File: config.mk
export PLATFORM = sky130hd
export DESIGN_NAME = common_rtlrom_fifoctl
export DESIGN_NICKNAME = d
export VERILOG_FILES = /design/src/rtl/common_rtlrom_fifoctl.sv
export SDC_FILE = /design/constraint.sdc
export NUM_CORES = 1
export LEC_CHECK = 0
export BUFFER_PORTS_ARGS = -buffer_cell sky130_fd_sc_hd__clkbuf_2
export CORE_MARGIN = 4
export CORE_UTILIZATION = 48
export CTS_CLUSTER_DIAMETER = 80
export CTS_CLUSTER_SIZE = 24
export DETAILED_ROUTE_END_ITERATION = 8
export PLACE_DENSITY = 0.82
export SLEW_MARGIN = 20
export SYNTH_ARGS = -nofsm -noshare
export SYNTH_HDL_FRONTEND = slang
export SYNTH_SLANG_ARGS = --single-unit
File: constraint.sdc
create_clock -name clk -period 2.6 [get_ports clk]
set_input_delay 0.26 -clock clk [delete_from_list [all_inputs] [get_ports clk]]
set_output_delay 0.26 -clock clk [all_outputs]
set_load 0.05 [all_outputs]
File: src/rtl/common_rtlrom_fifoctl.sv
// common_rtlrom_fifoctl: pointer/occupancy controller for a 2^WIDTH-entry circular buffer.
// Define COMMON_RTLROM_FIFOCTL_ALMOST_EN to add the registered afull/aempty outputs.
module common_rtlrom_fifoctl #(
    parameter int WIDTH = 2
) (
    input  logic             clk,
    input  logic             resetn,
    input  logic             flush,
    input  logic             wen,
    input  logic             ren,
    input  logic             clr_err,
    output logic [WIDTH-1:0] waddr,
    output logic [WIDTH-1:0] raddr,
    output logic [WIDTH:0]   count,
    output logic             full,
    output logic             empty,
    output logic             push_ok,
    output logic             pop_ok,
    output logic             ovf,
    output logic             udf
`ifdef COMMON_RTLROM_FIFOCTL_ALMOST_EN
    ,
    output logic             afull,
    output logic             aempty
`endif
);
    localparam logic [WIDTH:0] DEPTH = {1'b1, {WIDTH{1'b0}}};

    logic [WIDTH-1:0] waddr_nxt, raddr_nxt;
    logic [WIDTH:0]   count_nxt;

    assign full    = count == DEPTH;
    assign empty   = count == '0;
    assign push_ok = wen & ~full & ~flush;
    assign pop_ok  = ren & ~empty & ~flush;

    // next pointers wrap naturally; count moves only when exactly one side is accepted
    always_comb begin
        waddr_nxt = flush ? '0 : push_ok ? waddr + 1'b1 : waddr;
        raddr_nxt = flush ? '0 : pop_ok ? raddr + 1'b1 : raddr;
        count_nxt = flush ? '0 :
                    (push_ok & ~pop_ok) ? count + 1'b1 :
                    (pop_ok & ~push_ok) ? count - 1'b1 : count;
    end

    // pointer/count state and sticky errors; a new error beats a same-cycle clear
    always_ff @(posedge clk or negedge resetn) begin
        if (!resetn) begin
            waddr <= '0;
            raddr <= '0;
            count <= '0;
            ovf   <= 1'b0;
            udf   <= 1'b0;
        end else begin
            waddr <= waddr_nxt;
            raddr <= raddr_nxt;
            count <= count_nxt;
            ovf   <= (wen & full & ~flush) | (ovf & ~clr_err);
            udf   <= (ren & empty & ~flush) | (udf & ~clr_err);
        end
    end

`ifdef COMMON_RTLROM_FIFOCTL_ALMOST_EN
    // almost flags from the next count so they line up with full/empty
    always_ff @(posedge clk or negedge resetn) begin
        if (!resetn) begin
            afull  <= 1'b0;
            aempty <= 1'b1;
        end else begin
            afull  <= count_nxt >= DEPTH - 1'b1;
            aempty <= count_nxt <= (WIDTH+1)'(1);
        end
    end
`endif
endmodule

==> results of run 1 <==
## per-stage QoR
step / instances / hold WS [ns] / cell area [um^2] / total power [mW] / utilization
final: 101 / 0.2600 / 742.0 / 0.6400 / 0.6335
after global routing: 101 / 0.2753 / 742.0 / 0.6818 / 0.6335
after CTS: 101 / 0.2607 / 742.0 / 0.6414 / 0.6335
after detailed placement: 96 / 0.1315 / 704.4 / 0.5283 / 0.6015
after global placement: 96 / 0.1311 / 704.4 / 0.5189 / 0.6015
after floorplan: 70 / -0.03559 / 638.1 / 0.4676 / -
## how the worst max path moves through the flow
stage                to  cells after the start  startpoint
6_report       count[1]                      6    count[2]
5_1_grt        count[2]                      7    count[2]
4_1_cts        count[1]                      6    count[2]
3_5_place_dp   count[1]                      6    count[2]
3_3_place_gp   count[1]                      6    count[2]
2_1_floorplan  count[1]                      7    count[1]
## area by class of cell
class                      instances  area [um^2]
sequential                         9        225.2
clock buffer                       3        22.52
fill                             107        429.2
timing repair buffer              20        107.6
multi-input combinational         48        340.3
inverter                           6        23.77
tap                               14        17.52
clock inverter                     1        5.005
## per-layer routing
| metal | share of wire | GRT usage | up-vias |
|---|---|---|---|
| met2 | 0.46 | 0.2665 | 25 |
| met5 | 0 | 0 | - |
| met1 | 0.46 | 0.2217 | 279 |
| li1 | - | - | 283 |
| met4 | 0.019 | 0.09036 | 0 |
| met3 | 0.067 | 0.02846 | 5 |
## state kept, by name, indices dropped and copies added, names as in the netlist
signal / count
count: 3
raddr: 2
waddr: 2
ovf: 1
udf: 1
## critical path: cells and delay by family, from the launching register on
family / cells / cell delay [ns]
and+or+nand+nor: 3 / 0.66
adders and majority gates: 1 / 0.48
AOI/OAI and AO/OA: 2 / 0.50
DFF: 1 / 0.56
## cell families (layout without fill, tap and decap cells)
family                   Yosys count  count (layout)
XOR/XNOR                           3               3
flip-flops                         9               9
buffers and inverters             13              30
AND/OR/NAND/NOR                   24              24
AO/OA/AOI/OAI                     19              19
adder cells (fa/ha/maj)            1               1
multiplexers                       1               1
## power by group
| group | internal, mW | total [mW] | switching (mW) | leakage (nW) |
|---|---|---|---|---|
| logic | 0.0966 | 0.329 | 0.233 | 0.224 |
| registers | 0.163 | 0.199 | 0.0354 | 0.120 |
| clock network | 0.0570 | 0.112 | 0.0551 | 0.0177 |
| total | 0.317 | 0.640 | 0.323 | 0.362 |
## what timing repair did
item	CTS	global route
gates resized for setup	0	0
hold endpoints to repair	9	0
hold buffers	1	0
## placed cells by master (no fill, tap or decap), types with 2 or more instances in the layout
cell      netlist  final
nand3b_1        3      3
a21oi_1         4      4
clkinv_2        1      2
a31oi_1         2      2
dfrtp_1         9      9
o21ai_0         3      3
nor3_1          3      3
clkbuf_2        0     18
nand2_1         3      3
inv_1           5      5
xor2_1          3      3
nor2_1          7      7
clkbuf_4        0      3
==> flow_metrics.tcl, run 1 <==
set metrics [dict create \
    cts-root-buf "clkbuf_4" \
    synthAdderAreaFrac 0.03137 \
    synth_seq_cells 9 \
    routedWlPerCell_um 14.26 \
    synth-xor-area-share 0.04118 \
    grt_remaining_overflow 0 \
    synthCells 70 \
    worstPathRequired_ns 2.78 \
    io_pins 19 \
    vias 592 \
    finalSetupViolCount 0 \
    syn_nets 77 \
    synth.area.top_cells "dfrtp_1 (35%), nor2_1 (4.1%), xor2_1 (4.1%)" \
    drive_gt1_frac 0.3333 \
    fin_tns_setup_ns 0 \
    die_h_um 44.46 \
    yosys_warnings 0 \
    finalHoldViolCount 0 \
    synth_compound_area_frac 0.2275 \
    via_per_inst 5.861 \
    synth_top_area_frac 0.3529 \
    cpPeakStageDelay_ns 0.56 \
    crit_path_max_fanout 12 \
    grt_start_max_net_pins 17 \
    synthFlopType "dfrtp_1" \
    rows 12 \
    clockBufferDepth 2 \
    tightest_slew_ns 0.3980 \
    end_kind "register" \
    min_path_type "in2reg" \
    die_x_um 44.46 \
    cap_violations 0 \
    synth_top_family_by_area "compound AO/OA/AOI/OAI gates" \
    holdCritStartpoint "clr_err" \
    status "complete, no violations" \
    path_cells "or3b_4 > nand2_1 > nor3_1 > fa_1 > a221o_1 > a211oi_2" \
    wirelength_mm 1.440 \
    async_reset_ff_frac 1.000 \
    path_clk_slew_ns 0.07 \
    gp_congestion 0.8550 \
    start_kind "register" \
    synth.avg_cell_area_um2 9.116 \
    grt_pass1_wl_mm 2.463 \
    drv_slew 0 \
    detail-route-antenna-nets 0 \
    die-area_um2 1977 \
    synth-simple-area-share 0.2157 \
    port_buffers 18 \
    r2r_end "count[1]" \
    dr.pass1.iters 4 \
    leakage_nw 0.3618 \
    synth_edf_count 0 \
    yosysSeqAreaShare 0.3529 \
    worstHoldPathCells 3 \
    ys_types 34 \
    grt_usage 0.1705 \
    rsz0062_at_grt "false" \
    ir_drop_mv 0.5023 \
    netlist_area_um2 638.1 \
    drtIter0Drc 13 \
    area_growth_pct 16.27 \
    antenna_found_initial 0 \
    hold_path_end "ovf" \
    fin_ws_ns 0.3165 \
    start_util 0.5449 \
    layout_min_cycle_time_ns 2.283 \
    r2r_cells 6 \
    r2r-start "count[2]" \
    clk_latency_ns 0.27 \
    fin_crit_sh 0.8783 \
    slew_headroom 0.7347 \
    skew_ns 0.001801 \
    core_area_um2 1171 \
    crit_slowest_cell "dfrtp_1" \
    clock-sinks 9 \
    synth_commonest_cells "dfrtp_1 (9), nor2_1 (7), inv_1 (5)" \
    criticalPathCategory "reg2reg" \
    drc_errors 0 \
    synth_most_common_cell "dfrtp_1" \
    netlist.top_cell.by_area "dfrtp_1" \
    cts_tree "yes" \
    pre_cts_ws_ns 0.3751 \
    dp.final_hpwl_mm 1.064 \
    postCtsSetupBuffers 0 \
    num_antenna_cells 0 \
    max_freq_ghz 0.4379 \
    p_per_area_nw_per_um2 862.6 \
    grt_pass1_vias 543 \
    reg2reg_slack_ns 0.32 \
    synthMuxAreaShare 0.01765 \
    cts_buffers 3 \
    ctsHtreeMaxLevel 1 \
    layout.nets 95 \
    cp.arrival_ns 2.47 \
]
(Power assumes the default switching activity.)
==> run 2, diff against run 1 <==
CELL_PAD_IN_SITES_DETAIL_PLACEMENT = 0   (was default)
CELL_PAD_IN_SITES_GLOBAL_PLACEMENT = 1   (was default)
CORE_UTILIZATION = 36   (was 48)
PLACE_DENSITY = 0.83   (was 0.82)
==> run 2 against run 1 <==
Clock skew down 0.0016 ns. Critical path depth increased by 1. Worst hold slack improved by 0.018 ns. Power shrank 0.23%. Setup slack improved by 0.055 ns. Clock-buffer cell count rose by 1. Critical endpoint is now count[2].
==> flow_metrics.tcl, run 2 (synthesis gave the netlist of run 1 again) <==
set metrics [dict create \
    wirelength_mm 1.515 \
    min_path_type "in2reg" \
    end_kind "register" \
    cts_resized 0 \
    rows 14 \
    grt_pass1_vias 573 \
    skew_ns 0.0001689 \
    ctsHtreeMaxLevel 1 \
    fillers 181 \
    finalSetupViolCount 0 \
    holdWs_ns 0.2780 \
    detail-route-antenna-nets 0 \
    leakage_nw 0.3642 \
    crit_slowest_cell "dfrtp_1" \
    layout_commonest_cell "clkbuf_2" \
    rsz0062_at_grt "false" \
    start_util 0.4003 \
    cpPeakStageDelay_ns 0.53 \
    grt_remaining_overflow 0 \
    die_h_um 50.10 \
    grt_pass1_wl_mm 2.601 \
    clk_latency_ns 0.26 \
    worstPathRequired_ns 2.77 \
    drc_errors 0 \
    cp.arrival_ns 2.40 \
    status "complete, no violations" \
    port_buffers 18 \
    gp_congestion 0.7455 \
    dr.pass1.iters 6 \
    pre_cts_ws_ns 0.3861 \
    path_clk_slew_ns 0.06 \
    dp.final_hpwl_mm 1.022 \
    fin_crit_sh 0.8573 \
    p_per_area_nw_per_um2 839.4 \
    worstHoldPathCells 3 \
    regMostFlops "count" \
    path_cells "or3b_4 > nand2_1 > nor3_1 > fa_1 > nor3b_1 > a31oi_1 > o221ai_1" \
    reg.largest.list "count x3, raddr x2, waddr x2" \
    mostFrequentLayoutCells "clkbuf_2 (18), dfrtp_1 (9), nor2_1 (7)" \
    via_per_inst 5.071 \
    grt_start_max_net_pins 17 \
    max_freq_ghz 0.4486 \
    cts-root-buf "clkbuf_4" \
    multiInputGateArea_um2 340.3 \
    die-area_um2 2510 \
    layout_min_cycle_time_ns 2.229 \
    clockBufferDepth 2 \
    io_pins 19 \
    tightest_slew_ns 0.3249 \
    cap_violations 0 \
    cp.buffers_inverters 0 \
    grt_usage 0.1364 \
    core_area_um2 1594 \
    area_growth_pct 19.22 \
    drv_slew 0 \
    crit_path_max_fanout 12 \
    drtIter0Drc 12 \
    drive_gt1_frac 0.3295 \
    antenna_found_initial 0 \
    cts_tree "yes" \
    vias 568 \
    layout.nets 96 \
    critPathTopFamily "simple AND/OR/NAND/NOR gates" \
    largest_register_ffs 3 \
    finalHoldViolCount 0 \
    fin_ws_ns 0.3711 \
    clock-sinks 9 \
    crit_cells 7 \
    ir_drop_mv 0.3805 \
    regArea_um2 225.2 \
    routedWlPerCell_um 13.53 \
    fin_tns_setup_ns 0 \
    fin_util 0.4772 \
    criticalPathCategory "reg2reg" \
    cts_buffers 3 \
    slew_headroom 0.7815 \
    start_kind "register" \
    num_antenna_cells 0 \
    r2r_cells 7 \
    die_x_um 50.10 \
]
==> run 2: power by group <==
group | internal [mW] | leakage [nW] | switching (mW) | total (mW)
registers | 0.164 | 0.120 | 0.0247 | 0.188
logic | 0.100 | 0.229 | 0.242 | 0.342
clock network | 0.0591 | 0.0150 | 0.0486 | 0.108
==> run 2: area by class of cell <==
cell class | count | area share
Clock buffer | 4 | 0.03454
Inverter | 6 | 0.03125
Multi-Input combinational cell | 48 | 0.4474
Sequential cell | 9 | 0.2961
Tap cell | 24 | 0.03947
Timing Repair Buffer | 21 | 0.1513
==> run 2: what timing repair did <==
item	in CTS	in global routing
endpoints found under the hold margin	9	0
setup buffers	0	0
endpoints found under the setup margin	0	0
hold buffers	1	0
==> run 2: per-stage QoR <==
stage / cells / total power, mW / instance area (um^2)
finish: 112 / 0.6386 / 760.7
global route: 112 / 0.6839 / 760.7
CTS: 112 / 0.6471 / 760.7
detailed placement: 107 / 0.5319 / 724.4
global placement: 107 / 0.5275 / 724.4
floorplan: 70 / 0.4676 / 638.1
==> run 2: per-layer routing <==
layer,GRT usage,vias to the layer above,share of wire
met5,0,-,0
met3,0.05723,0,0.065
met1,0.1658,266,0.44
met2,0.2239,19,0.49
li1,-,283,-
met4,0.02765,0,0
==> run 2: worst paths after layout <==
check | from | to | slack [ns]
setup / recovery | count[2] | count[2] | 0.37
hold / removal | clr_err | ovf | 0.28
setup reg to reg | count[2] | count[2] | 0.37
hold reg to reg | udf | udf | 0.49
max in group asynchronous | resetn | waddr[0] | 2.00
min in group asynchronous | resetn | raddr[0] | 0.40
==> run 2: tightest hold or removal path: stages <==
cell,delay (ns)
clkbuf_2,0.07
inv_1,0.04
o2bb2ai_1,0.12
==> run 3, diff against run 2 <==
SETUP_SLACK_MARGIN = 0.5   (was default)
==> run 3 against run 2 <==
Combinational power grew 11%. Routed wire length grew 6.4%. Clock power grew 9%. Flip-flop and latch count is the same.
==> flow_metrics.tcl, run 3 (synthesis gave the netlist of run 1 again) <==
set metrics [dict create \
    min_path_type "in2reg" \
    clk_latency_ns 0.27 \
    reg2reg_slack_ns 0.58 \
    rsz0062_at_grt "false" \
    mostFrequentLayoutCells "clkbuf_2 (18), nor2_1 (7), dfrtp_1 (6), buf_4 (6), inv_1 (5)" \
    drc_errors 0 \
    wirelength_mm 1.612 \
    routedWlPerCell_um 13.90 \
    dr.pass1.iters 4 \
    detail-route-antenna-nets 0 \
    ir_drop_mv 0.4682 \
    pre_cts_ws_ns 0.3884 \
    antenna_found_initial 0 \
    num_antenna_cells 0 \
    regMostFlops "count" \
    grt_pass1_vias 532 \
    cap_violations 0 \
    drtIter0Drc 8 \
    holdWs_ns 0.2728 \
    fillers 162 \
    grt_pass1_wl_mm 2.532 \
    holdCritStartpoint "clr_err" \
    grt_remaining_overflow 0 \
    multiInputGateArea_um2 355.3 \
    grt_usage 0.1308 \
    start_kind "register" \
    r2r_cells 7 \
    dp.final_hpwl_mm 1.111 \
    end_kind "register" \
    status "complete, no violations" \
    startpoint "count[0]" \
    fin_tns_setup_ns 0 \
    area_growth_pct 26.86 \
    io_pins 19 \
    die_h_um 50.10 \
    finalSetupViolCount 0 \
    slew_headroom 0.7591 \
    cts-root-buf "clkbuf_4" \
    layout.nets 100 \
    vias 599 \
    largest_register_ffs 3 \
    comb_power_share 0.555 \
    p_clk_frac 0.174 \
    reg.largest.list "count x3, raddr x2, waddr x2" \
    worstPathRequired_ns 2.75 \
    max_freq_ghz 0.4941 \
    die_x_um 50.10 \
    clock-sinks 9 \
    clockBufferDepth 2 \
    r2r-start "count[0]" \
    ctsHtreeMaxLevel 1 \
    power_frac_seq 0.271 \
    fin_crit_sh 0.7784 \
    grt_start_max_net_pins 17 \
    tightest_slew_ns 0.3583 \
    crit_path_max_fanout 5 \
    drive_gt1_frac 0.4348 \
    start_util 0.4003 \
    hold_path_end "ovf" \
    r2r_end "count[1]" \
    cp.arrival_ns 2.17 \
    via_per_inst 5.164 \
    gp_congestion 0.7599 \
    p_per_area_nw_per_um2 840.9 \
    design_area_um2 809.5 \
    rows 14 \
    die-area_um2 2510 \
    p_int_mw 0.3450 \
    core_area_um2 1594 \
    drv_slew 0 \
    worstHoldPathCells 3 \
    finalHoldViolCount 0 \
    netSwitchingFraction 0.4932 \
    layout_commonest_cell "clkbuf_2" \
    regArea_um2 229.0 \
    criticalPathCategory "reg2reg" \
    place_area_um2 725.7 \
    cts_tree "yes" \
    fin_ws_ns 0.5760 \
    layout_min_cycle_time_ns 2.024 \
    path_clk_slew_ns 0.07 \
    cts_buffers 3 \
    finalPower_mw 0.6807 \
    switchingPower_mw 0.3357 \
    leakage_nw 0.3816 \
    skew_ns 0.0009590 \
    port_buffers 18 \
]
## run 3: changes by cell type in the layout (fill, tap and decap cells not counted), sizes merged
| cell | previous run | this run |
|---|---|---|
| buf | 2 | 6 |
## run 3: per-layer routing
layer  share of wire  track usage
met5               0            0
met4               0      0.02765
met3           0.073      0.04819
met2            0.47       0.1913
met1            0.46       0.1821
## run 3: final cells by class
| type | instances | share of cell area |
|---|---|---|
| well taps | 24 | 0.03709 |
| clock buffers | 4 | 0.03246 |
| inverters | 6 | 0.02937 |
| repair buffers | 25 | 0.1793 |
| multi-input cells | 48 | 0.4389 |
| flip-flops and latches | 9 | 0.2828 |
## run 3: power groups by stage
stage | Combinational (mW) | Sequential (mW) | Clock, mW
finish | 0.378 | 0.185 | 0.118
global route | 0.403 | 0.188 | 0.130
CTS | 0.369 | 0.184 | 0.116
detailed placement | 0.331 | 0.204 | 0
global placement | 0.327 | 0.202 | 0
floorplan | 0.206 | 0.268 | 0
## run 3: worst max-delay path by stage
stage / end / slack, ns / cells past startpoint
final: count[1] / 0.58 / 7
after global routing: count[1] / 0.51 / 6
after CTS: count[1] / 0.52 / 6
after detailed placement: count[1] / 0.39 / 6
after global placement: count[1] / 0.45 / 6
after floorplan: count[1] / 0.38 / 7
## run 3: per-stage QoR
step,utilization,cells
floorplan,-,70
CTS,0.4961,114
detailed placement,0.4553,106
finish,0.5078,116
global route,0.5078,116
global placement,0.4553,106
## run 3: what timing repair did
action                                  4_1_cts  5_1_grt
endpoints found under the hold margin         9        0
pin swaps                                     0        2
hold buffers                                  1        0
buffers inserted                              3        2
endpoints found under the setup margin        1        1
resized for setup                             2        2
## run 3: critical path, stage by stage (launching register included)
cell and delay [ns]:
dfrtp_2 0.44, or3b_4 0.43, nand2_2 0.10, nor3_2 0.05, fa_2 0.56, a21oi_1 0.07
a31oi_1 0.18, a211oi_2 0.06
